`src/rtl/injector_pulse_timer_pkg.sv`:
```
// ============================================================================
// injector_pulse_timer_pkg : shared state encoding and default timing constants
// Revision: 1.0
// ============================================================================
`default_nettype none

package injector_pulse_timer_pkg;

  typedef enum logic [1:0] {
    ST_IDLE    = 2'b00,
    ST_PULSE   = 2'b01,
    ST_DONE    = 2'b10,
    ST_RELEASE = 2'b11
  } state_e;

  // Shared with the injection-time calculator
  localparam int DEF_TICK_DIV = 50;
  localparam int DEF_MAX_US   = 20000;

endpackage

`default_nettype wire

```
`src/rtl/injector_pulse_timer_us_tick_gen.sv`:
```
// ============================================================================
// us_tick_gen : free-running prescaler with synchronous clear; one-cycle tick
// Revision: 1.0
// ============================================================================
`default_nettype none

module us_tick_gen #(
  parameter int DIV = 50
) (
  input  logic clk,
  input  logic reset_n,
  input  logic clear,
  output logic tick
);

  localparam int            CW   = (DIV > 1) ? $clog2(DIV) : 1;
  localparam logic [CW-1:0] LAST = CW'(DIV - 1);

  logic [CW-1:0] cnt_q;
  logic [CW-1:0] cnt_d;

  always_comb begin
    cnt_d = cnt_q;
    if (clear || cnt_q == LAST) begin
      cnt_d = '0;
    end else begin
      cnt_d = cnt_q + CW'(1);
    end
  end

  always_ff @(posedge clk or negedge reset_n) begin
    if (!reset_n) begin
      cnt_q <= '0;
    end else begin
      cnt_q <= cnt_d;
    end
  end

  assign tick = !clear && (cnt_q == LAST);

endmodule

`default_nettype wire

```
`src/rtl/injector_pulse_timer.sv`:
```
// ============================================================================
// injector_pulse_timer : turns the inject request into a timed injector pulse
// Revision: 1.0
// ============================================================================
`default_nettype none

module injector_pulse_timer
  import injector_pulse_timer_pkg::*;
#(
  parameter int TICK_DIV = DEF_TICK_DIV,
  parameter int TIME_W   = 16,
  parameter int MAX_US   = DEF_MAX_US
) (
  input  logic              clk,
  input  logic              reset_n,
  input  logic              on,
  input  logic              inject,
  input  logic [TIME_W-1:0] inj_time_us,
  input  logic              inj_time_load,
  output logic              injector_out,
  output logic              done,
  output logic              busy,
  output logic              clamped,
  output logic [7:0]        pulse_count
);

  localparam logic [TIME_W-1:0] MAX_T = TIME_W'(MAX_US);

  state_e            state_q, state_d;
  logic              inject_dly_q;
  logic [TIME_W-1:0] shadow_q, shadow_d;
  logic [TIME_W-1:0] counter_q, counter_d;
  logic              clamped_q, clamped_d;
  logic [7:0]        pulse_count_q, pulse_count_d;
  logic              injector_out_q, injector_out_d;
  logic              done_q, done_d;
  logic              rise;
  logic              tick;

  us_tick_gen #(.DIV(TICK_DIV)) u_tick (
    .clk     (clk),
    .reset_n (reset_n),
    .clear   (state_q != ST_PULSE),
    .tick    (tick)
  );

  always_comb begin
    rise          = inject && !inject_dly_q;
    state_d       = state_q;
    shadow_d      = shadow_q;
    clamped_d     = clamped_q;
    counter_d     = counter_q;
    pulse_count_d = pulse_count_q;

    // The running pulse keeps using counter_q; a new load only reaches the next pulse
    if (inj_time_load) begin
      if (inj_time_us > MAX_T) begin
        shadow_d  = MAX_T;
        clamped_d = 1'b1;
      end else begin
        shadow_d  = inj_time_us;
        clamped_d = 1'b0;
      end
    end

    case (state_q)
      ST_IDLE: begin
        if (rise && on) begin
          if (shadow_q != '0) begin
            counter_d = shadow_q;
            state_d   = ST_PULSE;
          end else begin
            state_d   = ST_DONE;
          end
        end
      end
      ST_PULSE: begin
        if (tick) begin
          counter_d = counter_q - TIME_W'(1);
          if (counter_q == TIME_W'(1)) begin
            state_d = ST_DONE;
          end
        end
      end
      ST_DONE: begin
        pulse_count_d = pulse_count_q + 8'd1;
        state_d       = ST_RELEASE;
      end
      ST_RELEASE: begin
        if (!inject) begin
          state_d = ST_IDLE;
        end
      end
      default: state_d = ST_IDLE;
    endcase

    if (!on) begin
      state_d = ST_IDLE;
    end

    // Outputs registered from next state so they align exactly with the state
    injector_out_d = (state_d == ST_PULSE);
    done_d         = (state_d == ST_DONE);
  end

  always_ff @(posedge clk or negedge reset_n) begin
    if (!reset_n) begin
      state_q        <= ST_IDLE;
      inject_dly_q   <= 1'b0;
      shadow_q       <= '0;
      counter_q      <= '0;
      clamped_q      <= 1'b0;
      pulse_count_q  <= 8'd0;
      injector_out_q <= 1'b0;
      done_q         <= 1'b0;
    end else begin
      state_q        <= state_d;
      inject_dly_q   <= inject;
      shadow_q       <= shadow_d;
      counter_q      <= counter_d;
      clamped_q      <= clamped_d;
      pulse_count_q  <= pulse_count_d;
      injector_out_q <= injector_out_d;
      done_q         <= done_d;
    end
  end

  assign injector_out = injector_out_q;
  assign done         = done_q;
  assign busy         = (state_q != ST_IDLE);
  assign clamped      = clamped_q;
  assign pulse_count  = pulse_count_q;

endmodule

`default_nettype wire
```
`config.mk`:
```
export PLATFORM = sky130hd
export DESIGN_NAME = injector_pulse_timer
export DESIGN_NICKNAME = d
export VERILOG_FILES = /design/src/rtl/injector_pulse_timer_pkg.sv /design/src/rtl/injector_pulse_timer_us_tick_gen.sv /design/src/rtl/injector_pulse_timer.sv
export SDC_FILE = /design/constraint.sdc
export NUM_CORES = 1
export LEC_CHECK = 0
export ABC_CLOCK_PERIOD_IN_PS = 2600
export BUFFER_PORTS_ARGS = -buffer_cell sky130_fd_sc_hd__buf_2
export CAP_MARGIN = 20
export CELL_PAD_IN_SITES_DETAIL_PLACEMENT = 1
export CELL_PAD_IN_SITES_GLOBAL_PLACEMENT = 1
export CORE_UTILIZATION = 44
export DETAILED_ROUTE_END_ITERATION = 10
export GPL_ROUTABILITY_DRIVEN = 0
export GPL_TIMING_DRIVEN = 0
export PLACE_DENSITY = 0.84
export SLEW_MARGIN = 10
export SYNTH_ARGS = -nofsm -noshare
export SYNTH_HDL_FRONTEND = slang
export SYNTH_SLANG_ARGS = --single-unit
```
`constraint.sdc`:
```
create_clock -name clk -period 2.6 [get_ports clk]
set_input_delay 0 -clock clk [delete_from_list [all_inputs] [get_ports clk]]
set_output_delay 0 -clock clk [all_outputs]
set_load 0.03 [all_outputs]
```
Word-level counts from Yosys, hierarchy flattened

Index checks and enable logic that the tools add are counted.

Add/subtract/negate cells: 3
Multiply operators: 0
Divide/modulo/power cells: 0
Magnitude comparators: 1
Eq/ne operators: 11
Shift operators: 0
Multiplexer cells: 14
Bitwise operators: 0
Reductions and logical operators: 11

Operators by type and width:

| operator                | count |
|---|---|
| $mux W16                | 4 |
| $pmux W16 S2            | 1 |
| $eq A16 B1 Y1 const B   | 1 |
| $gt A16 B15 Y1 const B  | 1 |
| $reduce_bool A16 Y1     | 1 |
| $sub A16 B1 Y16 const B | 1 |
| $mux W2                 | 6 |
| $add A8 B1 Y8 const B   | 1 |
| $pmux W2 S4             | 1 |
| $add A6 B1 Y6 const B   | 1 |
| $eq A2 B2 Y1 const B    | 3 |
| $eq A6 B6 Y1 const B    | 1 |
| $mux W6                 | 1 |
| $ne A2 B2 Y1 const B    | 3 |
| $eq A2 B1 Y1 const B    | 2 |
| $reduce_and A4 Y1       | 1 |
| $reduce_bool A2 Y1      | 2 |
| $logic_and A1 B1 Y1     | 3 |
| $logic_not A1 Y1        | 2 |
| $logic_not A2 Y1        | 1 |
| $ne A2 B1 Y1 const B    | 1 |
| $logic_or A1 B1 Y1      | 1 |
| $mux W1                 | 1 |

Register bits: 52
Bits in latches: 0
RAM bits: 0
Memory bits (read-only): 0
Input port bits: 21
Output and inout bits: 12
Logic and storage cells: 49
Memories kept: 0

Longest topological paths before layout

Gate-level depths: netlist (run 1).

Word-level depth: 7
Gate-level depth with buffers: 8
Depth with buffers taken out: 7

Hierarchy

From an unflattened synthesis (run 1), not the netlist that was laid out.

Cells, all modules: 289
Area, all modules: 2,797.7 um2

Modules (own cells, without submodules):

| module               | times used | cells an instance | area an instance (um2) | seq. area each (um2) |
|---|---|---|---|---|
| injector_pulse_timer | 1          | 262               | 2,514.9                | 1,151.1 |
| us_tick_gen          | 1          | 27                | 282.8                  | 150.1 |

Least setup slack after synthesis (run 1)

Ideal clock, no wire load.

Path type: reg2reg
Start: register counter_q[0]
End: register counter_q[8]
Arrival time: 1.828 ns
Required time: 2.533 ns
Path slack: 0.706 ns
Stages on the path, launching flop included: 8
Path buffers: 0
Clock period less this slack: 1.894 ns
Path through: dfrtp_1 -> inv_1 -> ha_1 -> nor3b_1 -> nand2_1 -> or4_1 -> a21oi_1 -> a221o_1

Word-level cells in the longest chain between the ends: 3

Ends and longest elaborated chain:

| item                   | RTL line                    | source |
|---|---|---|
| start, declared        | injector_pulse_timer.sv:32  | `logic [TIME_W-1:0] counter_q, counter_d;` |
| start signal, assigned | injector_pulse_timer.sv:120 | `counter_q <= counter_d;` |
| $sub A16 B1 Y16        | injector_pulse_timer.sv:79  | `counter_d = counter_q - TIME_W'(1);` |
| $mux W16               | injector_pulse_timer.sv:78  | `if (tick) begin` |
| $pmux W16 S2           | injector_pulse_timer.sv:66  | `case (state_q)` |

No other way between the ends. The select of a mux whose other input is x is not followed.
A chain may end at the register's enable or synchronous reset.

Worst setup path after layout (run 1)

Ends and elaborated chain as after synthesis.

==> flow_metrics.env, run 1 <==
export IMPL_tns_ns=0
export IMPL_vias=2319
export IMPL_wl_per_cell_um=17.3
export IMPL_hold_path_class="input port to flop"
export IMPL_setup_viol=0
export IMPL_vdd_ir_drop_max_mv=0.481
export IMPL_power_density_nw_per_um2=754
export IMPL_pin_count=33
export IMPL_synth_area_um2=2600
export IMPL_synthFlopType="dfrtp_1"
export IMPL_max_slew_worst_pin_slew_ns=0.628
export IMPL_io_buffers=32
export IMPL_finalMaxSlewViolations=0
export IMPL_cap_violations=0
export IMPL_clkPwrFrac_pct=20.7
export IMPL_syn_num_nets=295
export IMPL_seqPwrFrac_pct=50.5
export IMPL_numCtsBuffers=5
export IMPL_ys_warn_count=0
export IMPL_core_area_um2=5610
export IMPL_rsz0062_at_grt="no"
export IMPL_final_area_um2=3150
export IMPL_ys_ff_latch=52
export IMPL_cp_max_fo=6
export IMPL_status="complete, no violations"
export IMPL_hold_viol=0
export IMPL_power_frac_comb_pct=28.8
export IMPL_crit_type="flop to flop"
export IMPL_cts_clk_slew_worst_paths_ns=0.10
export IMPL_synthDistinctLibCells=47
export IMPL_initial_core_util_pct=46.5
export IMPL_cts_root_buffer="clkbuf_8"
export IMPL_cts_tree="built"
export IMPL_dpl_instance_area_um2=2880
export IMPL_async_flop_share_pct=100
export IMPL_dp_hpwl_mm=5.11
export IMPL_grt_overflow_total=0
export IMPL_switching_share_pct=37.3
export IMPL_startpoint_type="flop"
export IMPL_yosysSeqAreaShare_pct=50.0
export IMPL_avgSynthCellArea_um2=9.68
export IMPL_wirelength_mm=6.91
export IMPL_htree_levels=2
export IMPL_grt_max_degree=35
export IMPL_clock_skew_ns=0.00549
export IMPL_antenna_found_initial=0
export IMPL_grt_first_pass_wirelength_mm=12.2
export IMPL_synthCells=269
export IMPL_synth_top_area_share_pct=50.0
export IMPL_die_area_um2=6230
export IMPL_synth_edf_count=0
export IMPL_drtPass1Iterations=4
export IMPL_ant_nets=0
export IMPL_crit_path_end_kind="flop"
export IMPL_area_growth_pct=21.0
export IMPL_slew_headroom_pct=58.0
export IMPL_clock_fmax_mhz=430
export IMPL_worst_ep_required_time_ns=2.85
export IMPL_die_x_um=78.9
export IMPL_viasPerCell=5.80
export IMPL_synth_largest_area_cell="dfrtp_1"
export IMPL_grt_usage_pct=25.5
export IMPL_nets=353
export IMPL_netlist_top_cells_area="dfrtp_1 (50%), nor2_1 (4.9%), nand2_1 (3.3%), a21oi_1 (2.9%), mux2i_1 (2.7%)"
export IMPL_p_leak_uw=0.00142
export IMPL_cts_buffer_depth=2
export IMPL_drc_errors=0
export IMPL_cts_sinks=52
export IMPL_period_needed_ns=2.32
export IMPL_worstSkewPairLatency_ns=0.31
export IMPL_grt_pass1_vias=2494
export IMPL_die_y_um=78.9
export IMPL_utilization_pct=56.2
export IMPL_total_power_uw=2380
export IMPL_internal_power_uw=1490
export IMPL_rows=27
export IMPL_antenna_cells=0
export IMPL_drive_above_1_share_pct=14.9
export IMPL_fin_crit_sh_pct=89.4
export IMPL_critPathArrivalTime_ns=2.57
export IMPL_drt_initial_drc_count=122
export IMPL_p_sw_uw=886
## area by class of cell
cell class / count / area [um2]
clock buffer: 6 / 82.6
clock inverter: 2 / 13.8
fill: 670 / 2460
sequential: 52 / 1300
timing repair buffer: 51 / 360
inverter: 7 / 26.3
multi-input combinational: 202 / 1250
buffer: 8 / 31.3
tap: 72 / 90.1
## cells in the final DEF, fill, tap and decap left out, types with 3 or more instances in the layout
master and count:
xor2_1 6, nor2b_1 5, o32ai_1 3, nor3_1 11, nor4_1 6, o2bb2ai_1 3, nor2_1 34, or3_4 3
and2_1 3, buf_2 33, o21ai_0 13, ha_1 5, nand4_1 4, dfrtp_1 52, clkbuf_8 6, and3_1 3
xnor2_1 5, nand3_1 10, nand2b_1 3, inv_1 7, mux2i_1 7, a21oi_1 15, dlygate4sd3_1 18, nand2_1 23
a31oi_1 3, clkbuf_1 6, o22ai_1 8
## final timing paths
| check | start | end | slack (ns) | cells after the start |
|---|---|---|---|---|
| setup / recovery | counter_q[0] | counter_q[8] | 0.28 | 7 |
| max in group asynchronous | reset_n | counter_q[1] | 1.88 | 3 |
| hold / removal | inj_time_us[10] | shadow_q[10] | 0.01 | 3 |
| min in group asynchronous | reset_n | counter_q[11] | 0.18 | 2 |
| setup reg to reg | counter_q[0] | counter_q[8] | 0.28 | 7 |
| hold reg to reg | pulse_count[7] | pulse_count[7] | 0.47 | 1 |
## power groups by stage
| stage | Sequential, uW | Clock (uW) | Combinational (uW) |
|---|---|---|---|
| 2_1_floorplan | 1230 | 0 | 397 |
| 3_3_place_gp | 1200 | 0 | 624 |
| 3_5_place_dp | 1210 | 0 | 669 |
| 4_1_cts | 1200 | 507 | 689 |
| 5_1_grt | 1240 | 535 | 774 |
| 6_report | 1200 | 491 | 685 |
## layer usage
layer / track usage, % / wire length (um)
met5: 0 / 0
met4: 6.18 / 82
met3: 4.14 / 317
met2: 46.6 / 3580
met1: 31.2 / 2940
## synth_stat cells, types with 3 or more instances
| library cell | n |
|---|---|
| a21oi_1 | 15 |
| a31oi_1 | 3 |
| and2_1 | 3 |
| and3_1 | 3 |
| clkbuf_1 | 6 |
| dfrtp_1 | 52 |
| ha_1 | 5 |
| inv_1 | 7 |
| mux2i_1 | 7 |
| nand2_1 | 23 |
| nand2b_1 | 3 |
| nand3_1 | 10 |
| nand4_1 | 4 |
| nor2_1 | 34 |
| nor2b_1 | 5 |
| nor3_1 | 11 |
| nor4_1 | 6 |
| o21ai_0 | 13 |
| o22ai_1 | 8 |
| o2bb2ai_1 | 3 |
| o32ai_1 | 3 |
| or3_4 | 3 |
| xnor2_1 | 5 |
| xor2_1 | 6 |
## registers in the layout (all words and copies together), names as in the netlist
register      cells
inject_dly_q      1
injector_out      1
pulse_count       8
state_q           2
counter_q        16
done              1
u_tick.cnt_q      6
shadow_q         16
clamped           1
## through the flow
step | worst slack (ns) | instances | hold WS [ns]
2_1_floorplan | 0.706 | 269 | -0.296
4_1_cts | 0.305 | 400 | 0.0102
3_5_place_dp | 0.309 | 374 | -0.0101
3_3_place_gp | 0.292 | 373 | 0.152
5_1_grt | 0.0490 | 400 | 0.0233
6_report | 0.276 | 400 | 0.0125
## cells by family after synthesis
logic type,after synthesis,share of synthesized area [%]
muxes,9,3.55
and+or+nand+nor,115,22.5
AOI/OAI and AO/OA,62,15.7
xor gates and xnor gates,11,3.70
buffers and inverters,15,2.21
adders and majority gates,5,2.40
DFF,52,50.0
## critical path, stage by stage, from the launching register on
cell	delay, ns
dfrtp_1	0.44
inv_1	0.10
ha_1	0.18
nor3b_1	0.54
nand2_1	0.28
or4_1	0.45
a21oi_1	0.15
a221o_1	0.12
## repair_timing
| item | in CTS | in global routing |
|---|---|---|
| hold buffers | 18 | 0 |
| resized for setup | 0 | 0 |
| setup buffers | 0 | 0 |
| hold endpoints to repair | 37 | 0 |
No activity file was read; power rests on OpenSTA's default activity.
==> inputs of run 2 (changes only) <==
CELL_PAD_IN_SITES_DETAIL_PLACEMENT = 0   (was 1)
CORE_ASPECT_RATIO = 0.75   (was unset)
TNS_END_PERCENT = 30   (was unset)
==> flow_metrics.env, run 2 (same netlist as run 1, synthesis figures left out) <==
export IMPL_hp_start="inj_time_us[14]"
export IMPL_area_growth_pct=20.8
export IMPL_cts_tree="built"
export IMPL_drc_errors=0
export IMPL_cts_buffer_depth=2
export IMPL_layout_commonest_cell="dfrtp_1"
export IMPL_die_area_um2=6240
export IMPL_rows=23
export IMPL_setup_viol=0
export IMPL_critPathArrivalTime_ns=2.48
export IMPL_hold_viol=0
export IMPL_cpMaxStageDelayCell="a21boi_0"
export IMPL_met1_length_mm=3.31
export IMPL_power_density_nw_per_um2=742
export IMPL_drive_above_1_share_pct=14.6
export IMPL_rrSetupSlack_ns=0.33
export IMPL_crit_type="flop to flop"
export IMPL_rsz0062_at_grt="no"
export IMPL_die_y_um=68.6
export IMPL_ant_nets=0
export IMPL_post_cts_buffers=0
export IMPL_wl_per_cell_um=15.6
export IMPL_grt_first_pass_wirelength_mm=10.5
export IMPL_crit_path_end_kind="flop"
export IMPL_hold_path_class="input port to flop"
export IMPL_htree_levels=2
export IMPL_nets=353
export IMPL_drtPass1Iterations=4
export IMPL_crit_buf_inv=0
export IMPL_max_slew_worst_pin_slew_ns=0.752
export IMPL_finalMaxSlewViolations=0
export IMPL_vias=2256
export IMPL_wirelength_mm=6.29
export IMPL_final_cell_mix="dfrtp_1 (52), nor2_1 (34), buf_2 (33), nand2_1 (23), dlygate4sd3_1 (18)"
export IMPL_total_power_uw=2340
export IMPL_critPathTopFamily="compound AO/OA/AOI/OAI gates"
export IMPL_grt_max_degree=31
export IMPL_startpoint_type="flop"
export IMPL_slew_headroom_pct=49.4
export IMPL_drt_initial_drc_count=156
export IMPL_initial_core_util_pct=47.1
export IMPL_worst_ep_required_time_ns=2.80
export IMPL_cp_cell_sequence="nor4_1 > nand4_1 > a21boi_0 > nor3_1 > a311o_1"
export IMPL_fin_crit_sh_pct=87.4
export IMPL_io_buffers=32
export IMPL_wl_met3_um=339
export IMPL_clock_skew_ns=0.00746
export IMPL_antenna_cells=0
export IMPL_utilization_pct=57.0
export IMPL_worstSkewPairLatency_ns=0.31
export IMPL_pin_count=33
export IMPL_viasPerCell=5.60
export IMPL_crit_path_max_incr_delay_ns=0.69
export IMPL_period_needed_ns=2.27
export IMPL_cts_clk_slew_worst_paths_ns=0.10
export IMPL_routed_top_layer="met4"
export IMPL_core_area_um2=5530
export IMPL_clock_fmax_mhz=440
export IMPL_grt_pass1_vias=2117
export IMPL_r2r_start="shadow_q[1]"
export IMPL_cts_repair_resized=0
export IMPL_die_x_um=90.8
export IMPL_cp_startpoint="shadow_q[1]"
export IMPL_cts_root_buffer="clkbuf_8"
export IMPL_grt_overflow_total=0
export IMPL_dp_slack_ns=0.377
export IMPL_cts_sinks=52
export IMPL_status="complete, no violations"
export IMPL_vdd_ir_drop_max_mv=0.242
export IMPL_antenna_found_initial=0
export IMPL_cap_violations=0
export IMPL_wl_met2_mm=2.59
export IMPL_numCtsBuffers=5
export IMPL_dp_hpwl_mm=4.46
export IMPL_setup_ws_ns=0.327
export IMPL_tns_ns=0
export IMPL_final_hold_worst_slack_ns=0.0122
export IMPL_cp_max_fo=6
export IMPL_postCtsHoldBufs=18
export IMPL_grt_usage_pct=21.9
export IMPL_p_leak_uw=0.00141
-- run 2: changes by cell type in the layout (fill, tap and decap cells not counted), sizes merged --
cell and change:
clkinvlp +1, inv -1
-- run 2: through the flow --
step	area [um2]	std cells
CTS	3150	403
global placement	2860	376
global route	3150	403
detailed placement	2880	377
finish	3150	403
floorplan	2610	269
-- run 2: path summary, 6_finish.rpt --
kind	endpoint	depth (start not counted)
max	counter_q[0]	5
min	shadow_q[14]	3
max reg2reg	counter_q[0]	5
min reg2reg	clamped	1
max in group asynchronous	shadow_q[14]	3
min in group asynchronous	counter_q[0]	2
-- run 2: cell type report --
type,count,area [um2]
buffer,8,31.3
multi-input combinational,202,1250
fill,514,2380
sequential,52,1300
clock inverter,2,16.3
tap,75,93.8
clock buffer,6,72.6
timing repair buffer,51,360
inverter,7,26.3
-- run 2: worst min-delay path: stages --
cell     delay (ns)
buf_2          0.10
nor2_1         0.06
a21oi_1        0.12
-- run 2: power breakdown --
part / switching (uW) / internal, uW / total [uW]
sequential: 212 / 987 / 1200
combinational: 386 / 283 / 669
clock: 276 / 192 / 469
total: 874 / 1460 / 2340
-- run 2: layer usage --
metal	GRT usage [%]	vias to the layer above
met1	33.1	1079
met5	0	-
met2	32.1	66
met3	3.84	7
li1	-	1104
met4	6.35	0
==> inputs of run 3 (changes only) <==
ABC_CLOCK_PERIOD_IN_PS = 2900   (was 2600)
BUFFER_PORTS_ARGS = -buffer_cell sky130_fd_sc_hd__clkbuf_2   (was -buffer_cell sky130_fd_sc_hd__buf_2)
CORE_UTILIZATION = 48   (was 44)
PLACE_DENSITY = 0.9   (was 0.84)
clock period = 2.9 ns   (was 2.6 ns; I/O delays follow)
==> flow_metrics.env, run 3 (same netlist as run 1, synthesis figures left out) <==
export IMPL_grt_first_pass_wirelength_mm=10.6
export IMPL_ant_nets=0
export IMPL_antenna_cells=0
export IMPL_critPathArrivalTime_ns=2.54
export IMPL_worstSkewPairLatency_ns=0.31
export IMPL_die_y_um=65.8
export IMPL_finalMaxSlewViolations=0
export IMPL_placed_cells=373
export IMPL_max_slew_worst_pin_slew_ns=0.687
export IMPL_tns_ns=0
export IMPL_hold_path_class="input port to flop"
export IMPL_drive_above_1_share_pct=14.4
export IMPL_pin_count=33
export IMPL_numCtsBuffers=5
export IMPL_status="complete, no violations"
export IMPL_clock_skew_ns=0.0108
export IMPL_layout_commonest_cell="dfrtp_1"
export IMPL_setup_ws_ns=0.604
export IMPL_switching_share_pct=36.1
export IMPL_period_needed_ns=2.30
export IMPL_grt_pass1_vias=2122
export IMPL_dp_hpwl_mm=4.40
export IMPL_utilization_pct=62.2
export IMPL_vdd_ir_drop_max_mv=0.276
export IMPL_power_density_nw_per_um2=693
export IMPL_instances_no_fill=399
export IMPL_dp_slack_ns=0.656
export IMPL_internal_power_uw=1400
export IMPL_io_buffers=32
export IMPL_worst_ep_required_time_ns=3.15
export IMPL_hold_viol=0
export IMPL_initial_core_util_pct=51.4
export IMPL_clock_fmax_mhz=436
export IMPL_drt_initial_drc_count=214
export IMPL_wl_per_cell_um=15.6
export IMPL_drc_errors=0
export IMPL_rsz0062_at_grt="no"
export IMPL_htree_levels=2
export IMPL_crit_type="flop to flop"
export IMPL_seqPwrFrac_pct=49.4
export IMPL_cts_buffer_depth=2
export IMPL_area_growth_pct=20.9
export IMPL_grt_max_degree=53
export IMPL_cts_root_buffer="clkbuf_8"
export IMPL_clkPwrFrac_pct=23.5
export IMPL_fillers=449
export IMPL_cap_violations=0
export IMPL_cts_clk_slew_worst_paths_ns=0.10
export IMPL_post_cts_buffers=0
export IMPL_startpoint_type="flop"
export IMPL_nets=352
export IMPL_wirelength_mm=6.22
export IMPL_cp_max_fo=6
export IMPL_antenna_found_initial=0
export IMPL_setup_viol=0
export IMPL_crit_path_end_kind="flop"
export IMPL_cts_sinks=52
export IMPL_power_frac_comb_pct=27.1
export IMPL_fin_crit_sh_pct=79.2
export IMPL_die_x_um=87.1
export IMPL_p_sw_uw=788
export IMPL_core_area_um2=5060
export IMPL_vias=2253
export IMPL_cts_tree="built"
export IMPL_drtPass1Iterations=4
export IMPL_p_leak_uw=0.00141
export IMPL_slew_headroom_pct=54.2
export IMPL_viasPerCell=5.65
export IMPL_die_area_um2=5730
export IMPL_final_cell_mix="dfrtp_1 (52), nor2_1 (34), clkbuf_2 (31), nand2_1 (23), dlygate4sd3_1 (18)"
export IMPL_rows=22
export IMPL_total_power_uw=2180
export IMPL_grt_usage_pct=24.9
export IMPL_grt_overflow_total=0
-- run 3: routing by layer --
metal  global-route usage, %  share of wire, %
met1                    37.8                50
met2                    36.5                42
met3                    4.37               6.7
met4                    6.67              0.87
met5                       0                 0
-- run 3: per-stage QoR --
step | hold slack (ns) | instance area [um2]
after floorplan | -0.296 | 2610
after global placement | 0.153 | 2860
after detailed placement | 0.124 | 2860
after CTS | 0.00739 | 3150
after global routing | 0.0338 | 3150
final | 0.0244 | 3150
-- run 3: what timing repair did --
| item | CTS | global route |
|---|---|---|
| gates resized for setup | 0 | 0 |
| hold endpoints to repair | 71 | 0 |
| hold buffers | 18 | 0 |
-- run 3: layout make-up --
type	instances	area, um2	share of cell area (%)
Timing Repair Buffer	50	343	10.9
Tap cell	72	90.1	2.86
Buffer	8	31.3	0.993
Clock inverter	2	38.8	1.23
Sequential cell	52	1300	41.3
Multi-Input combinational cell	202	1250	39.6
Inverter	7	26.3	0.834
Clock buffer	6	72.6	2.30
-- run 3: path summary, 6_finish.rpt --
kind,start,to,slack [ns],depth (start not counted)
worst max-delay path,counter_q[0],counter_q[8],0.60,7
worst min-delay path,inj_time_load,shadow_q[5],0.02,3
worst max register to register,counter_q[0],counter_q[8],0.60,7
worst min register to register,pulse_count[7],pulse_count[7],0.49,1
max in group asynchronous,reset_n,u_tick.cnt_q[2],2.16,2
min in group asynchronous,reset_n,counter_q[0],0.27,2
-- run 3: power groups by stage --
stage               registers [uW]  clock network, uW  logic (uW)
global placement              1080                  0         560
global route                  1110                549         662
detailed placement            1090                  0         573
floorplan                     1110                  0         356
finish                        1080                512         591
CTS                           1070                520         592
-- run 3: worst max-delay path: stages, from the launching register on --
cell     delay [ns]
dfrtp_1        0.45
inv_1          0.10
ha_1           0.20
nor3b_1        0.50
nand2_1        0.26
or4_1          0.44
a21oi_1        0.15
a221o_1        0.12
